<file path="config.mk">
export PLATFORM = sky130hd
export DESIGN_NAME = keypad_alu_core
export DESIGN_NICKNAME = d
export VERILOG_FILES = /design/src/rtl/keypad_alu_core.sv
export SDC_FILE = /design/constraint.sdc
export NUM_CORES = 1
export LEC_CHECK = 0
export ABC_AREA = 1
export CORE_AREA = 4 4 103 105
export DETAILED_ROUTE_END_ITERATION = 12
export DIE_AREA = 0 0 107 109
export PLACE_DENSITY = 0.72
export SLEW_MARGIN = 20
export SYNTH_ARGS = -nofsm -noshare
export SYNTH_HDL_FRONTEND = slang
export SYNTH_SLANG_ARGS = --single-unit
</file>
<file path="constraint.sdc">
create_clock -name clk -period 2.51 [get_ports clk]
set_clock_uncertainty 0.2 [all_clocks]
set_input_delay 0.6275 -clock clk [delete_from_list [all_inputs] [get_ports clk]]
set_output_delay 0.6275 -clock clk [all_outputs]
set_load 0.01 [all_outputs]
</file>
<file path="src/rtl/keypad_alu_core.sv">
// keypad_alu_core: 4x4 hex keypad scanner/debouncer, digit entry register,
// NREGS x WIDTH register file and a registered 8-op ALU with flags.
module keypad_alu_core #(
    parameter int WIDTH    = 8,
    parameter int NREGS    = 4,
    parameter int SCAN_DIV = 16,
    parameter int DEBOUNCE = 4,
    localparam int AW      = $clog2(NREGS)
) (
    input  logic             clk,
    input  logic             reset,
    input  logic [3:0]       kp_col,
    output logic [3:0]       kp_row,
    input  logic             wr_en,
    input  logic [AW-1:0]    wr_addr,
    input  logic [AW-1:0]    rd_a,
    input  logic [AW-1:0]    rd_b,
    input  logic [2:0]       op,
    output logic             key_valid,
    output logic [3:0]       key_code,
    output logic [WIDTH-1:0] entry,
    output logic [WIDTH-1:0] alu_out,
    output logic             carry,
    output logic             zero,
    output logic             neg
);

    localparam int DW = $clog2(SCAN_DIV);
    localparam int CW = $clog2(DEBOUNCE + 1);
    localparam logic [DW-1:0] DIV_LAST = DW'(SCAN_DIV - 1);
    localparam logic [CW-1:0] DB_LAST  = CW'(DEBOUNCE - 1);

    localparam logic [1:0] S_SCAN = 2'd0;
    localparam logic [1:0] S_DBNC = 2'd1;
    localparam logic [1:0] S_HELD = 2'd2;
    localparam logic [1:0] S_REL  = 2'd3;

    logic [1:0]    state;
    logic [1:0]    row_idx;
    logic [1:0]    col_sel;
    logic [1:0]    col_idx;
    logic [DW-1:0] div;
    logic [CW-1:0] cnt;

    logic [WIDTH-1:0] regs [NREGS];
    logic [WIDTH+3:0] shifted;
    logic [WIDTH-1:0] a;
    logic [WIDTH-1:0] b;
    logic [WIDTH:0]   res;

    assign kp_row = 4'b0001 << row_idx;

    always_comb begin
        col_idx = 2'd0;
        if (kp_col[0])      col_idx = 2'd0;
        else if (kp_col[1]) col_idx = 2'd1;
        else if (kp_col[2]) col_idx = 2'd2;
        else if (kp_col[3]) col_idx = 2'd3;
    end

    // Detect cycle counts as the first stable cycle of a press or release.
    always_ff @(posedge clk or posedge reset) begin
        if (reset) begin
            state     <= S_SCAN;
            row_idx   <= 2'd0;
            col_sel   <= 2'd0;
            div       <= '0;
            cnt       <= '0;
            key_valid <= 1'b0;
            key_code  <= 4'd0;
        end else begin
            key_valid <= 1'b0;
            case (state)
                S_SCAN: begin
                    if (kp_col != 4'd0) begin
                        col_sel <= col_idx;
                        cnt     <= CW'(1);
                        state   <= S_DBNC;
                    end else if (div == DIV_LAST) begin
                        div     <= '0;
                        row_idx <= row_idx + 2'd1;
                    end else begin
                        div <= div + DW'(1);
                    end
                end
                S_DBNC: begin
                    if (!kp_col[col_sel]) begin
                        state   <= S_SCAN;
                        row_idx <= row_idx + 2'd1;
                        div     <= '0;
                    end else if (cnt >= DB_LAST) begin
                        key_valid <= 1'b1;
                        key_code  <= {row_idx, col_sel};
                        state     <= S_HELD;
                    end else begin
                        cnt <= cnt + CW'(1);
                    end
                end
                S_HELD: begin
                    if (kp_col == 4'd0) begin
                        cnt   <= CW'(1);
                        state <= S_REL;
                    end
                end
                default: begin
                    if (kp_col != 4'd0) begin
                        state <= S_HELD;
                    end else if (cnt >= DB_LAST) begin
                        state   <= S_SCAN;
                        row_idx <= row_idx + 2'd1;
                        div     <= '0;
                    end else begin
                        cnt <= cnt + CW'(1);
                    end
                end
            endcase
        end
    end

    assign shifted = {entry, key_code};

    always_ff @(posedge clk or posedge reset) begin
        if (reset) begin
            entry <= '0;
            for (int i = 0; i < NREGS; i++) regs[i] <= '0;
        end else begin
            if (wr_en) regs[wr_addr] <= entry;
            if (key_valid)
                entry <= wr_en ? WIDTH'(key_code) : shifted[WIDTH-1:0];
            else if (wr_en)
                entry <= '0;
        end
    end

    assign a = regs[rd_a];
    assign b = regs[rd_b];

    always_comb begin
        res = '0;
        unique case (op)
            3'd0: res = {1'b0, a} + {1'b0, b};
            3'd1: res = {1'b0, a} - {1'b0, b};
            3'd2: res = {1'b0, a & b};
            3'd3: res = {1'b0, a | b};
            3'd4: res = {1'b0, a ^ b};
            3'd5: res = {a, 1'b0};
            3'd6: res = {a[0], 1'b0, a[WIDTH-1:1]};
            3'd7: res = {1'b0, a};
        endcase
    end

    always_ff @(posedge clk or posedge reset) begin
        if (reset) begin
            alu_out <= '0;
            carry   <= 1'b0;
            zero    <= 1'b0;
            neg     <= 1'b0;
        end else begin
            alu_out <= res[WIDTH-1:0];
            carry   <= res[WIDTH];
            zero    <= (res[WIDTH-1:0] == '0);
            neg     <= res[WIDTH-1];
        end
    end

endmodule

</file>
# --- Word level (Yosys, flattened, before mapping) ---
# Cells that the tools add are included.
op_classes:
  n_lt_le_gt_ge: 6
  n_mux: 47
  add_sub_neg: 5
  eq_ne: 19
  n_shift: 1
  bitwise_logic: 7
  reduce_logical: 15
op_table:
  columns: ["op", "n"]
  rows:
  - ["9-bit one-hot mux with 8 select lines", 1]
  - ["8-bit 2-to-1 mux", 8]
  - ["8-bit binary-select mux with 2-bit select", 2]
  - ["32-bit bitwise mux", 1]
  - ["2-bit 2-to-1 mux", 15]
  - ["4-bit 2-to-1 mux", 5]
  - ["8-bit demux with 2-bit select", 1]
  - ["3-bit 2-to-1 mux", 5]
  - ["3-bit equality test (second input constant)", 4]
  - ["2-bit != test (second input constant)", 6]
  - ["2-bit one-hot mux with 3 select lines", 2]
  - ["4-bit one-hot mux with 3 select lines", 1]
  - ["8-bit by 8-bit adder with 9-bit output", 1]
  - ["3-bit >= comparator (second input constant)", 3]
  - ["2-bit inverter with 3-bit output", 3]
  - ["3-bit one-hot mux with 3 select lines", 1]
  - ["8-bit by 8-bit subtractor with 9-bit output", 1]
  - ["8-bit AND", 1]
  - ["8-bit logical NOT", 1]
  - ["8-bit OR", 1]
  - ["4-bit AND reduction", 2]
  - ["4-bit nonzero test", 2]
  - ["8-bit bitwise XOR", 1]
  - ["3-bit by 2-bit equality test with 1-bit output (second input constant)", 2]
  - ["27 further kinds", 30]
totals:
  register_bits: 69
  elab_cells: 116

# --- Longest topological paths before layout ---
# Gate-level depths: netlist of run 1.
depth:
  word_depth: 7
  ltp_mapped: 22
  mapped_depth_nobuf: 20

# --- Worst setup path before layout of run 1 ---
# OpenSTA, ideal clock, no wires.
synth_timing:
  path_kind: "in2reg"
  from: "input rd_b[0]"
  to: "register zero"
  n_path_buf: 2
  stages: 20
  arrival_ns: 2.816
  setup_time_ns: 0.071
  slack_ns: -0.578
  path_cell_list: "buf_4 > inv_2 > buf_6 > nand2_1 > nand3_1 > nand2_1 > ha_1 > nand2_1 > o21ai_1 > xor2_1 > ha_1 > nand2_1 > inv_1 > a21oi_1 > nand2_1 > nand2_1 > nand2_1 > a21oi_1 > nand3_1 > nor2_1"
synth_via:
  elab_chain_cells: 7
  elab_cells_between_ends: 11
  cone_classes: "2 x add/sub; 4 x mux; 4 x bitwise; 1 x reduce/logical"
synth_rtl:
  columns: ["item", "line_no", "rtl"]
  rows:
  - ["start, declared", "17", "input logic [AW-1:0] rd_b,"]
  - ["2-bit inverter with 3-bit output (not written as such) (*)", "136", "assign b = regs[rd_b];"]
  - ["8-bit binary-select mux with 2-bit select (*)", "136", null]
  - ["8-bit 2-to-1 mux (not written as such) (*) (2 in a row)", "136", null]
  - ["8-bit by 8-bit subtractor with 9-bit output, or another cell as far along", "142", "3'd1: res = {1'b0, a} - {1'b0, b};"]
  - ["9-bit one-hot mux with 8 select lines (*)", "140", "unique case (op)"]
  - ["8-bit logical NOT (*)", "161", "zero <= (res[WIDTH-1:0] == '0);"]
  - ["end signal, assigned", "161", null]
  - ["end, declared", "24", "output logic zero,"]
# Every way passes the cells marked *; elsewhere a longest branch is shown, timed or not. The select of a mux whose other input is x is not followed.
# A chain may end at the register's enable or synchronous reset.

# --- Worst setup path in the final report of run 1 ---
# Same ends and word-level chain as after synthesis.

==> impl_metrics.json, run 1 <==
{
  "h-tree-depth": 3,
  "dpl.cell_count": 932,
  "vias_per_cell": 5.20,
  "post_drt_wl_per_cell_um": 14.8,
  "grt_antenna_before_repair": 0,
  "violations": "setup timing",
  "place_congestion": 0.901,
  "synth.distinct_cells": 35,
  "power_w": 0.00548,
  "clk_latency_ps": 360,
  "synth_top_family_by_area": "simple AND/OR/NAND/NOR gates",
  "syn_inst": 670,
  "ant_nets": 0,
  "synth.yosys.seq_area_share": 0.358,
  "hp-start": "div[3]$_DFFE_PP0P_",
  "min_path_type": "reg -> reg",
  "synth_top_area_cell": "dfrtp_1",
  "finalMaxSlewViolations": 0,
  "ys_ff_latch": 68,
  "clk_pin_slew_ps": 80,
  "place_area_um2": 6120,
  "grt_use_total": 0.255,
  "cts_tree": "done",
  "tns_ps": -941,
  "post-route-period-util": 1.12,
  "antenna_cells": 0,
  "post-route-util": 0.709,
  "cp_max_fo": 8,
  "path_class": "in -> reg",
  "p_leak_nw": 3.51,
  "synth_top_area_share": 0.358,
  "holdPathEnd": "div[3]$_DFFE_PP0P_",
  "overflow": 0,
  "fp.dieArea_um2": 11700,
  "min_path_cells": 2,
  "setup_violations": 7,
  "cts_buffer_depth": 2,
  "vdd.ir_drop.worst_v": 0.000779,
  "route.vias.total": 5029,
  "initial_core_util": 0.493,
  "rsz0062_at_grt": "true",
  "hold_viol": 0,
  "drive_above_1_share": 0.309,
  "coreArea_um2": 9640,
  "muxShareOfSynthArea": 0,
  "r2r_setup_slack_ps": -200,
  "rows": 36,
  "layout_commonest_cell": "nand2_1",
  "cp_cell_sequence": "buf_12, buf_12, inv_12, nand2_4, nand3_4, nand2_4, ha_4, nand2_4, o21ai_2, xor2_1, ha_1, nand2_2, nor2_1, nand3_1, nand3_1, nand2_1, a21oi_2, nand3_1, nor2_1",
  "final_cells": 967,
  "cts_root_buf": "clkbuf_8",
  "grt_pass1_vias": 5089,
  "syn_area_um2": 4760,
  "status": "finished, violations left",
  "wl_um": 14400,
  "min_period_ps": 2800,
  "synthAdderAreaFrac": 0.0989,
  "max_cap_viol_count": 0,
  "die_y_um": 109,
  "dr.pass1.iters": 5,
  "grt_max_degree": 69,
  "rr_endpoint": "zero$_DFF_PP0_",
  "avgSynthCellArea_um2": 7.10,
  "grt_pass1_wl_um": 23400,
  "yosys.area_share.simple": 0.351,
  "areaGrowthSynthToFinish_pct": 43.7,
  "nets": 882,
  "power_density_nw_per_um2": 801,
  "max_freq_ghz": 0.357,
  "maxSlewHeadroom": 0.661,
  "setup_slack_ps": -292,
  "required_ps": 2600,
  "worst-r2r-cell-count": 16,
  "cts_buffers": 9,
  "cp-start-kind": "primary input",
  "die_w_um": 107,
  "tightest_slew_ps": 507,
  "place_hpwl_um": 10300,
  "drc": 0,
  "syn_nets": 723,
  "mostFrequentLayoutCells": "nand2_1, buf_4, inv_1, dfrtp_1, nand3_1",
  "synth_area_leaders": "dfrtp_1, nand2_1, ha_1, nand3_1, inv_1",
  "drt-initial-drc-count": 248,
  "crit_path_end_kind": "flip-flop",
  "synth_compound_area_frac": 0.0837,
  "crit_arrival_ps": 2890,
  "port-buffer-count": 43,
  "crit_path_top_delay_cell": "ha_1",
  "fin_area_um2": 6830,
  "worstReg2RegStart": "regs[25]$_DFFE_PP0P_",
  "max_stage_delay_ps": 350,
  "cts_sinks": 68,
  "ioPinCount": 44,
  "yosysWarnings": 0,
  "synthXorXnorAreaFrac": 0.0110
}
## flip-flops by register name (all words and copies together) (netlist names)
signal and count:
key_code 4, row_idx 2, zero 1, state 2, regs 32, col_sel 2
key_valid 1, carry 1, entry 8, alu_out 8, div 4, cnt 3
## synthesized netlist by cell type, drive strengths merged
master	instances
nand2	222
inv	94
nand3	92
dfrtp	68
o21ai	57
nor2	41
ha	36
a21oi	12
buf	11
xor2	6
nand4	5
o22ai	5
or2	5
clkbuf	4
nor3	3
nor4	2
a21o	1
a31oi	1
and2	1
clkinv	1
fa	1
nand3b	1
o31ai	1
## metal layers
metal	track usage	wire (µm)	vias to the layer above
li1	-	-	2466
met1	0.313	5910	2362
met2	0.447	7330	165
met3	0.0485	700	36
met4	0.0986	414	0
met5	0	0	-
## power breakdown
group	internal [W]	total (W)	switching [W]	leakage, nW
registers	0.00136	0.00159	0.000231	0.909
clock network	0.000662	0.00112	0.000460	0.117
logic	0.00128	0.00276	0.00148	2.48
## logic make-up (layout without fill, tap and decap cells)
logic type | Yosys count | in the layout
AO/OA/AOI/OAI | 77 | 77
flip-flops | 68 | 68
adder cells (fa/ha/maj) | 37 | 37
buffers and inverters | 110 | 274
AND/OR/NAND/NOR | 372 | 372
XOR/XNOR | 6 | 6
## critical path: cells and delay by family
| family | cells | cell delay, ps |
|---|---|---|
| buffers and inverters | 3 | 330 |
| AND/OR/NAND/NOR | 11 | 1090 |
| AO/OA/AOI/OAI | 2 | 190 |
| XOR/XNOR | 1 | 140 |
| adder cells (fa/ha/maj) | 2 | 530 |
## worst max-delay path by stage
stage / from / end / slack, ps / cells after the start
after floorplan: rd_b[0] / zero$_DFF_PP0_ / -380 / 20
after global placement: rd_b[0] / zero$_DFF_PP0_ / -920 / 20
after detailed placement: rd_b[0] / zero$_DFF_PP0_ / -990 / 20
after CTS: rd_b[0] / zero$_DFF_PP0_ / -120 / 19
after global routing: rd_b[0] / zero$_DFF_PP0_ / -380 / 19
final: rd_b[0] / zero$_DFF_PP0_ / -290 / 19
## metrics by stage
stage | hold slack (ps) | setup WS (ps)
floorplan | 242 | -381
global placement | 262 | -917
detailed placement | 269 | -992
CTS | 289 | -122
global route | 324 | -381
finish | 287 | -292
## final cells by class
cell class	instances	area (µm²)
Timing Repair Buffer	162	1410
Fill cell	782	2810
Clock buffer	10	128
Inverter	95	387
Multi-Input combinational cell	492	2920
Clock inverter	6	111
Timing Repair inverter	1	8.76
Sequential cell	68	1700
Tap cell	133	166
## timing repair
item,in CTS,in global routing
buffers inserted,10,8
pin swaps,40,26
resized for setup,53,50
setup endpoints to repair,9,8
hold buffers,0,0
cloned,2,0
(Power assumes the default switching activity.)
==> inputs of run 2 (changes only) <==
Settings changed: CAP_MARGIN set to 40, REMOVE_ABC_BUFFERS set to 1.
==> run 2 against run 1 <==
The run still ends with setup timing left. Via count grew 4.0%. Core utilization up 0.80 points. Sequential power about the same. Count of clock-buffer cells in the layout down 1. Wire length grew 4.5%. Critical path depth grew 2. Flip-flop and latch count did not move. Fmax is 2.8% lower. Sequential share of layout area fell by 0.30 points. Power up 1.2%. Critical path type unchanged. Critical endpoint unchanged. Largest cell class unchanged. Highest routed layer unchanged.
==> impl_metrics.json, run 2 (synthesis results as in run 1) <==
{
  "cp_top_family": "simple AND/OR/NAND/NOR gates",
  "clk_pin_slew_ps": 80,
  "worst_hold_slack_ps": 295,
  "combPwrFrac": 0.542,
  "post-route-period-util": 1.15,
  "place_congestion": 0.948,
  "cts_buffer_depth": 2,
  "reg_top3": "regs: 32 flops, alu_out: 8 flops, entry: 8 flops",
  "tightest_slew_ps": 529,
  "maxSlewHeadroom": 0.647,
  "post_drt_wl_per_cell_um": 15.4,
  "drt-initial-drc-count": 322,
  "seq_power_share": 0.282,
  "vdd.ir_drop.worst_v": 0.000547,
  "max_cap_viol_count": 0,
  "crit_arrival_ps": 2970,
  "coreArea_um2": 9640,
  "areaGrowthSynthToFinish_pct": 45.3,
  "crit_path_end_kind": "flip-flop",
  "cts_root_buf": "clkbuf_8",
  "p_leak_nw": 3.51,
  "p_int_w": 0.00324,
  "rows": 36,
  "initial_core_util": 0.493,
  "hold_viol": 0,
  "required_ps": 2590,
  "setup_violations": 7,
  "h-tree-depth": 3,
  "fp.dieArea_um2": 11700,
  "die_w_um": 107,
  "overflow": 0,
  "layout_commonest_cell": "nand2_1",
  "clk_latency_ps": 360,
  "cp-start-kind": "primary input",
  "status": "finished, violations left",
  "ioPinCount": 44,
  "power_density_nw_per_um2": 802,
  "max_freq_ghz": 0.347,
  "antenna_cells": 0,
  "max_stage_delay_ps": 300,
  "p_clk_frac": 0.177,
  "path_class": "in -> reg",
  "cts_buffers": 9,
  "vias_per_cell": 5.36,
  "grt_antenna_before_repair": 0,
  "grt_pass1_vias": 5172,
  "min_path_type": "reg -> reg",
  "route.vias.total": 5232,
  "nets": 892,
  "netSwitchingPower_w": 0.00230,
  "fin_area_um2": 6910,
  "cts_tree": "done",
  "dr.pass1.iters": 5,
  "die_y_um": 109,
  "critPathMostFrequentCell": "nand2_2",
  "finalMaxSlewViolations": 0,
  "port-buffer-count": 43,
  "min_period_ps": 2880,
  "setup_slack_ps": -373,
  "cp_max_fo": 7,
  "grt_max_degree": 37,
  "p_sw_frac": 0.415,
  "largest_reg_flops": 32,
  "grt_pass1_wl_um": 23700,
  "ant_nets": 0,
  "place_area_um2": 6130,
  "drive_above_1_share": 0.334,
  "wl_um": 15000,
  "violations": "setup timing",
  "crit_buf_inv": 5,
  "crit_path_top_delay_cell": "ha_1",
  "place_hpwl_um": 10500,
  "rsz0062_at_grt": "true",
  "cts_sinks": 68,
  "drc": 0,
  "regMostFlops": "regs",
  "cp_cell_sequence": "buf_8, buf_6, buf_6, nand2_2, nand3_2, nand2_2, nand2_2, inv_2, nand2_2, o21ai_2, xor2_1, ha_1, nand2_2, inv_2, a21oi_2, nand2_1, nand2_1, nand2_1, a21oi_2, nand3_1, nor2_1",
  "mostFrequentLayoutCells": "nand2_1, buf_4, inv_1, dfrtp_1, nand3_1",
  "grt_use_total": 0.254
}
[run 2: power by group through the flow]
stage | Clock (W) | Combinational [W] | Sequential [W]
floorplan | 0 | 0.00133 | 0.00158
detailed placement | 0 | 0.00248 | 0.00156
CTS | 0.000987 | 0.00269 | 0.00155
global route | 0.00103 | 0.00329 | 0.00159
global placement | 0 | 0.00238 | 0.00156
finish | 0.000979 | 0.00300 | 0.00156
[run 2: final timing paths]
check | cells past startpoint | slack (ps) | endpoint | start
worst max-delay path | 21 | -370 | zero$_DFF_PP0_ | rd_b[0]
worst min-delay path | 2 | 300 | div[3]$_DFFE_PP0P_ | div[3]$_DFFE_PP0P_
worst max register to register | 17 | -230 | zero$_DFF_PP0_ | regs[24]$_DFFE_PP0P_
worst min register to register | 2 | 300 | div[3]$_DFFE_PP0P_ | div[3]$_DFFE_PP0P_
max in group asynchronous | 3 | 1150 | entry[0]$_DFFE_PP0P_ | reset
min in group asynchronous | 2 | 400 | state[0]$_DFFE_PP0P_ | reset
[run 2: worst min-delay path: cells and delay by family, from the launching register on]
| kind | cells | cell delay (ps) |
|---|---|---|
| flops | 1 | 360 |
| simple gates | 2 | 110 |
[run 2: routing by layer]
metal | global-route usage | routed length, µm | up-vias
li1 | - | - | 2474
met2 | 0.463 | 7700 | 233
met4 | 0.0922 | 527 | 0
met1 | 0.308 | 5930 | 2468
met5 | 0 | 0 | -
met3 | 0.0308 | 841 | 57
[run 2: what timing repair did]
action	CTS	global route
gates resized for setup	78	62
endpoints found under the setup margin	9	8
hold endpoints to repair	0	0
pin swaps	41	38
hold buffers	0	0
cloned	1	1
setup buffers	7	5
[run 2: area by class of cell]
cell class,instances,area (µm²)
Tap cell,133,166
Fill cell,750,2730
Inverter,95,373
Multi-Input combinational cell,492,2980
Timing Repair Buffer,173,1480
Clock buffer,9,124
Clock inverter,7,82.6
Sequential cell,68,1700
[run 2: metrics by stage]
stage	setup WS [ps]	TNS [ps]	util	total power, W	std cells
2_1_floorplan	-388	-3740	-	0.00291	655
3_3_place_gp	-962	-8040	0.636	0.00393	947
3_5_place_dp	-1030	-8560	0.636	0.00404	947
4_1_cts	-114	-236	0.687	0.00523	971
5_1_grt	-521	-2010	0.717	0.00591	977
6_report	-373	-1110	0.717	0.00554	977
==> edit 1, RTL diff (settings of run 2) <==
Put a register stage on the output `kp_row`, with the module's reset. The value now appears one clock later. The other outputs are not delayed to match.
--- a/src/rtl/keypad_alu_core.sv
+++ b/src/rtl/keypad_alu_core.sv
@@ -48,7 +48,13 @@
     logic [WIDTH-1:0] b;
     logic [WIDTH:0]   res;
 
-    assign kp_row = 4'b0001 << row_idx;
+    always_ff @(posedge clk or posedge reset) begin
+        if (reset) begin
+            kp_row <= '0;
+        end else begin
+            kp_row <= 4'b0001 << row_idx;
+        end
+    end
 
     always_comb begin
         col_idx = 2'd0;
Check against the original RTL: not equivalent (a bounded check fails within 4 cycles, from zero or initial values and one cycle with reset high).
==> edit 1 against run 2 <==
Wire length shrank 3.1%. Power shrank 3.6%. Design area shrank 0.81%. Final cell count grew 1.1%. The flow still finishes with violations (setup timing). Non-clock buffer count grew 2. Register-to-register slack gained 0.02 ns. Synthesized area grew 0.53%. Critical path type unchanged. Clock power shrank 12%. Sequential cell count grew 4. Setup slack gained 0.093 ns. Largest cell class unchanged. Sequential power grew 5%.
==> edit 1: results (changes against run 2) <==
critical_path:
  r2r_start: "regs[16]$_DFFE_PP0P_"
  rr_worst_depth: 20  # +3
  cp-endpoint: "zero$_DFF_PP0_"
  rrSetupSlack_ns: -0.21  # +0.02 ns
  arrival_ns: 2.88  # -0.09 ns
  slowest_delay_ns: 0.38  # +0.08 ns
  path_max_fanout: 8  # +1
grt:
  grt_pass1_wl_microns: 24200  # +2.2%
  met1_usage_pct: 30.9  # +0.10 points
  grt_util_met2_pct: 46.6  # +0.27 points
  grt_usage_pct: 26.1  # +0.78 points
  grt_pass1_vias: 5302  # +2.5%
  met3_usage_pct: 4.32  # +1.2 points
  grt_start_max_net_pins: 46  # +24%
final_layout:
  final_area_sq_um: 6860  # -0.81%
  multi_input_area_share_pct: 41.6  # -1.6 points
  n_all_inverters: 100  # +5.3%
  register_area_sq_um: 1800  # +5.9%
  buffer_area_share_pct: 21.3  # -0.13 points
  signal_buffers: 175  # +1.2%
  layout-drive-gt1-share_pct: 28.9  # -4.5 points
  clock_area_share_pct: 2.68  # -0.30 points
  n_fill_cell: 764  # +1.9%
  final_nets: 903  # +1.2%
  nClkBuffers: 12  # +3
  finalNonFillerCells: 988  # +1.1%
timing:
  fin_ws_ns: -0.280  # +0.0932 ns
  worstMarginPinSlew_ns: 0.566  # +0.0369 ns
  setup_viol: 6  # -1
synthesis:
  synthFlopType: "dfrtp_1"
  synth_area_leaders: "dfrtp_1, nand2_1, ha_1"
  yosysSeqAreaShare_pct: 37.7  # +1.9 points
  synth_seq_cells: 72  # +5.9%
  synthCells: 676  # +0.90%
  synthTopCellsByCount: "nand2_1, inv_1, dfrtp_1"
  synth_cell_type_count: 33  # -5.7%
clocking:
  ctsResizeCount: 87  # +12%
  post_cts_buffers: 13  # +6
  root_buffer: "clkbuf_8"
  clk_path_buf_depth: 2  # unchanged
power:
  swShare_pct: 40.4  # -1.1 points
  ir_drop_mv: 0.719  # +31%
  p_leak_nw: 3.56  # +1.4%
routing:
  topRoutingLayerUsed: "met4"
  wl_met1_microns: 5890  # -0.67%
  vias: 5208  # -0.46%
  wl_per_cell_microns: 14.7  # -4.2%
  wl_met3_microns: 681  # -19%
  drt_iter0_markers: 230  # -29%
  first_pass_iters: 5  # unchanged
  met2_length_microns: 7500  # -2.6%
min_path:
  hp-class: "flip-flop to flip-flop"
  min_to: "cnt[2]$_DFFE_PP0P_"
  hold_start: "cnt[2]$_DFFE_PP0P_"
run_status:
  status: "finished with violations"
  violations: "setup timing"
placed_design:
  place_inst: 957  # +1.1%
  placed_cell_area_sq_um: 6190  # +0.90%
  hpwl_microns: 10600  # +1.1%
  place_congestion: 0.938  # -1.1%
[edit 1: cell count changes in the layout (fill, tap and decap cells not counted), sizes merged, moves of 4 or more]
cell          run 2  this run
dfrtp            68        72
o21ai            57        62
buf             130       134
nand2           222       232
nand3            92        73
[edit 1: logic make-up (layout without fill, tap and decap cells)]
group	Yosys count	after routing	synth area share, %
AO/OA/AOI/OAI	80	80	8.77
flip-flops	72	72	37.7
adder cells (fa/ha/maj)	37	37	9.84
AND/OR/NAND/NOR	368	368	32.7
XOR/XNOR	7	7	1.28
buffers and inverters	112	291	9.71
[edit 1: worst reg2reg max path, cell delays in order (launching register included)]
cell and delay (ns):
dfrtp_1 0.40, o211ai_1 0.18, nand2_1 0.10, inv_2 0.08, ha_4 0.14, nand2_4 0.06, nor2_4 0.10, a21oi_2 0.07
xor2_1 0.16, ha_1 0.34, nand2_1 0.10, nand2_2 0.07, a21oi_2 0.13, nand2_1 0.08, nand2_1 0.07, nand2_1 0.04
nand2_1 0.05, nand2_1 0.06, nor2_1 0.08, nand2_1 0.07, nor2_1 0.08
[edit 1: through the flow]
step | worst slack (ns) | setup TNS [ns] | hold WS [ns] | total power [mW]
floorplan | -0.557 | -13.21 | 0.253 | 2.91
global placement | -1.11 | -8.88 | 0.265 | 3.91
detailed placement | -1.15 | -9.57 | 0.284 | 4.03
CTS | -0.186 | -0.469 | 0.302 | 5.15
global route | -0.411 | -1.71 | 0.315 | 5.74
finish | -0.280 | -1.02 | 0.295 | 5.35
[edit 1: power by group through the flow]
stage	combinational [mW]	sequential (mW)	clock (mW)
after floorplan	1.23	1.68	0
after global placement	2.27	1.64	0
after detailed placement	2.37	1.66	0
after CTS	2.64	1.64	0.873
after global routing	3.14	1.68	0.921
final	2.84	1.64	0.861
==> edit 2, RTL diff (config.mk and constraints of run 2) <==
Without the edit above. The parameter `SCAN_DIV` goes from 16 to 8.
--- a/src/rtl/keypad_alu_core.sv
+++ b/src/rtl/keypad_alu_core.sv
@@ -3,7 +3,7 @@
 module keypad_alu_core #(
     parameter int WIDTH    = 8,
     parameter int NREGS    = 4,
-    parameter int SCAN_DIV = 16,
+    parameter int SCAN_DIV = 8,
     parameter int DEBOUNCE = 4,
     localparam int AW      = $clog2(NREGS)
 ) (
Function: changed (Yosys sat finds a counterexample within 10 cycles, from zero or initial values and one cycle with reset high).
==> edit 2 against run 2 <==
Sequential cell count down 1. Fmax up 5.1%. The run still ends with setup timing left. Setup slack better by 0.14 ns. Wire length down 5.8%. Non-clock buffer count down 3. Critical endpoint unchanged. Utilization down 0.38 points. Hold slack worse by 0.0058 ns. Via count down 4.6%. Synthesized area up 0.68%. Power down 1.3%. Design area down 0.53%.
==> edit 2: results (changes against run 2) <==
run_status:
  status: "finished with violations"
  violations: "setup timing"
grt:
  grt_usage_pct: 24.6  # -0.78 points
  grt_pass1_vias: 4937  # -4.5%
  grt_start_max_net_pins: 68  # +84%
  grt_pass1_wl_microns: 22800  # -4.0%
  antenna_found_initial: 0  # unchanged
timing:
  hold-worst-slack_ns: 0.289  # -0.00583 ns
  fin_ws_ns: -0.233  # +0.140 ns
  worstMarginPinSlew_ns: 0.551  # +0.0224 ns
  setup_tns_ns: -0.719  # +0.392 ns
  setup_viol: 6  # -1
placed_design:
  placed_cell_area_sq_um: 6190  # +0.98%
  place_congestion: 0.987  # +4.1%
  io_buffer_count: 43  # unchanged
  hpwl_microns: 10400  # -0.81%
  pre_cts_slack_ns: -1.16  # -0.132 ns
  place_inst: 953  # +0.63%
clocking:
  insertion_delay_ns: 0.36  # about the same
  clk_pin_slew_ns: 0.08  # about the same
  clk_path_buf_depth: 2  # unchanged
  root_buffer: "clkbuf_8"
  ctsResizeCount: 79  # +1.3%
  numCtsBuffers: 9  # unchanged
  htreeDepth: 3  # unchanged
  post_cts_buffers: 6  # -1
critical_path:
  path_max_fanout: 5  # -2
  slowest_delay_ns: 0.29
  rr_worst_depth: 21  # +4
  rr_endpoint: "zero$_DFF_PP0_"
  rrSetupSlack_ns: -0.17  # +0.06 ns
  arrival_ns: 2.84  # -0.13 ns
  critPathLaunch: "rd_b[0]"
  r2r_start: "regs[25]$_DFFE_PP0P_"
  crit_slowest_cell: "ha_1"
synthesis:
  postSynth.asyncResetShare_pct: 100  # unchanged
  synthTopCellsByCount: "nand2_1, inv_1, dfrtp_1, nand3_1, o21ai_0"
  yosysSeqAreaShare_pct: 35.0  # -0.77 points
  yosysWarnings: 0  # unchanged
  synth_cell_type_count: 35  # unchanged
  synth_area_leaders: "dfrtp_1, nand2_1, ha_1"
  syn-mean-instance-area_sq_um: 7.09  # about the same
routing:
  routed_via_density: 5.10  # -4.8%
  wl_per_cell_microns: 14.4  # -6.0%
  drt_iter0_markers: 312  # -3.1%
  first_pass_iters: 5  # unchanged
power:
  p_leak_nw: 3.59  # +2.4%
  ir_drop_mv: 0.541  # -1.0%
min_path:
  hold_depth: 2  # unchanged
  min_to: "div[1]$_DFFE_PP0P_"
  hold_start: "div[1]$_DFFE_PP0P_"
final_layout:
  reg_top3: "regs (32), alu_out (8), entry (8)"
  n_fill_cell: 764  # +1.9%
  layout-drive-gt1-share_pct: 31.4  # -2.0 points
  diodes: 0  # unchanged
  final_nets: 895  # +0.34%
  finalNonFillerCells: 979  # +0.20%
  final_area_sq_um: 6880  # -0.53%
[edit 2: report_power, final]
group	switching (mW)	internal, mW	total (mW)
Combinational	1.59	1.44	3.03
Sequential	0.204	1.34	1.55
Clock	0.507	0.384	0.891
Total	2.30	3.17	5.47
[edit 2: kinds of logic (layout without fill, tap and decap cells)]
kind of cell / after synthesis / after routing / synth area share, %
compound gates: 76 / 76 / 8.10
xor+xnor: 6 / 6 / 1.10
fa+ha+maj: 38 / 38 / 10.1
buf+inv: 111 / 282 / 9.90
flops: 67 / 67 / 35.0
simple gates: 377 / 377 / 35.8
[edit 2: worst max-delay path: cells and delay by family]
kind | cells | cell delay (ns)
XOR/XNOR | 1 | 0.17
buffers and inverters | 4 | 0.36
adder cells (fa/ha/maj) | 2 | 0.44
AND/OR/NAND/NOR | 14 | 0.95
AO/OA/AOI/OAI | 2 | 0.26
[edit 2: cell type report]
class                           instances  area (sq um)  share of cell area (%)
Inverter                               96           384                    5.59
Clock buffer                            9           124                    1.80
Clock inverter                          7          65.1                   0.946
Tap cell                              133           166                    2.42
Timing Repair Buffer                  170          1470                    21.3
Multi-Input combinational cell        497          2990                    43.5
Sequential cell                        67          1680                    24.4
[edit 2: worst max path at each step]
stage / end / slack (ns) / depth (start not counted)
after floorplan: zero$_DFF_PP0_ / -0.39 / 22
after global placement: zero$_DFF_PP0_ / -1.06 / 23
after detailed placement: zero$_DFF_PP0_ / -1.16 / 23
after CTS: zero$_DFF_PP0_ / -0.24 / 23
after global routing: zero$_DFF_PP0_ / -0.39 / 23
final: zero$_DFF_PP0_ / -0.23 / 23
[edit 2: routing by layer]
layer	wire, microns	GRT usage [%]
met1	5910	29.5
met2	7020	43.0
met3	686	4.32
met4	513	11.3
met5	0	0
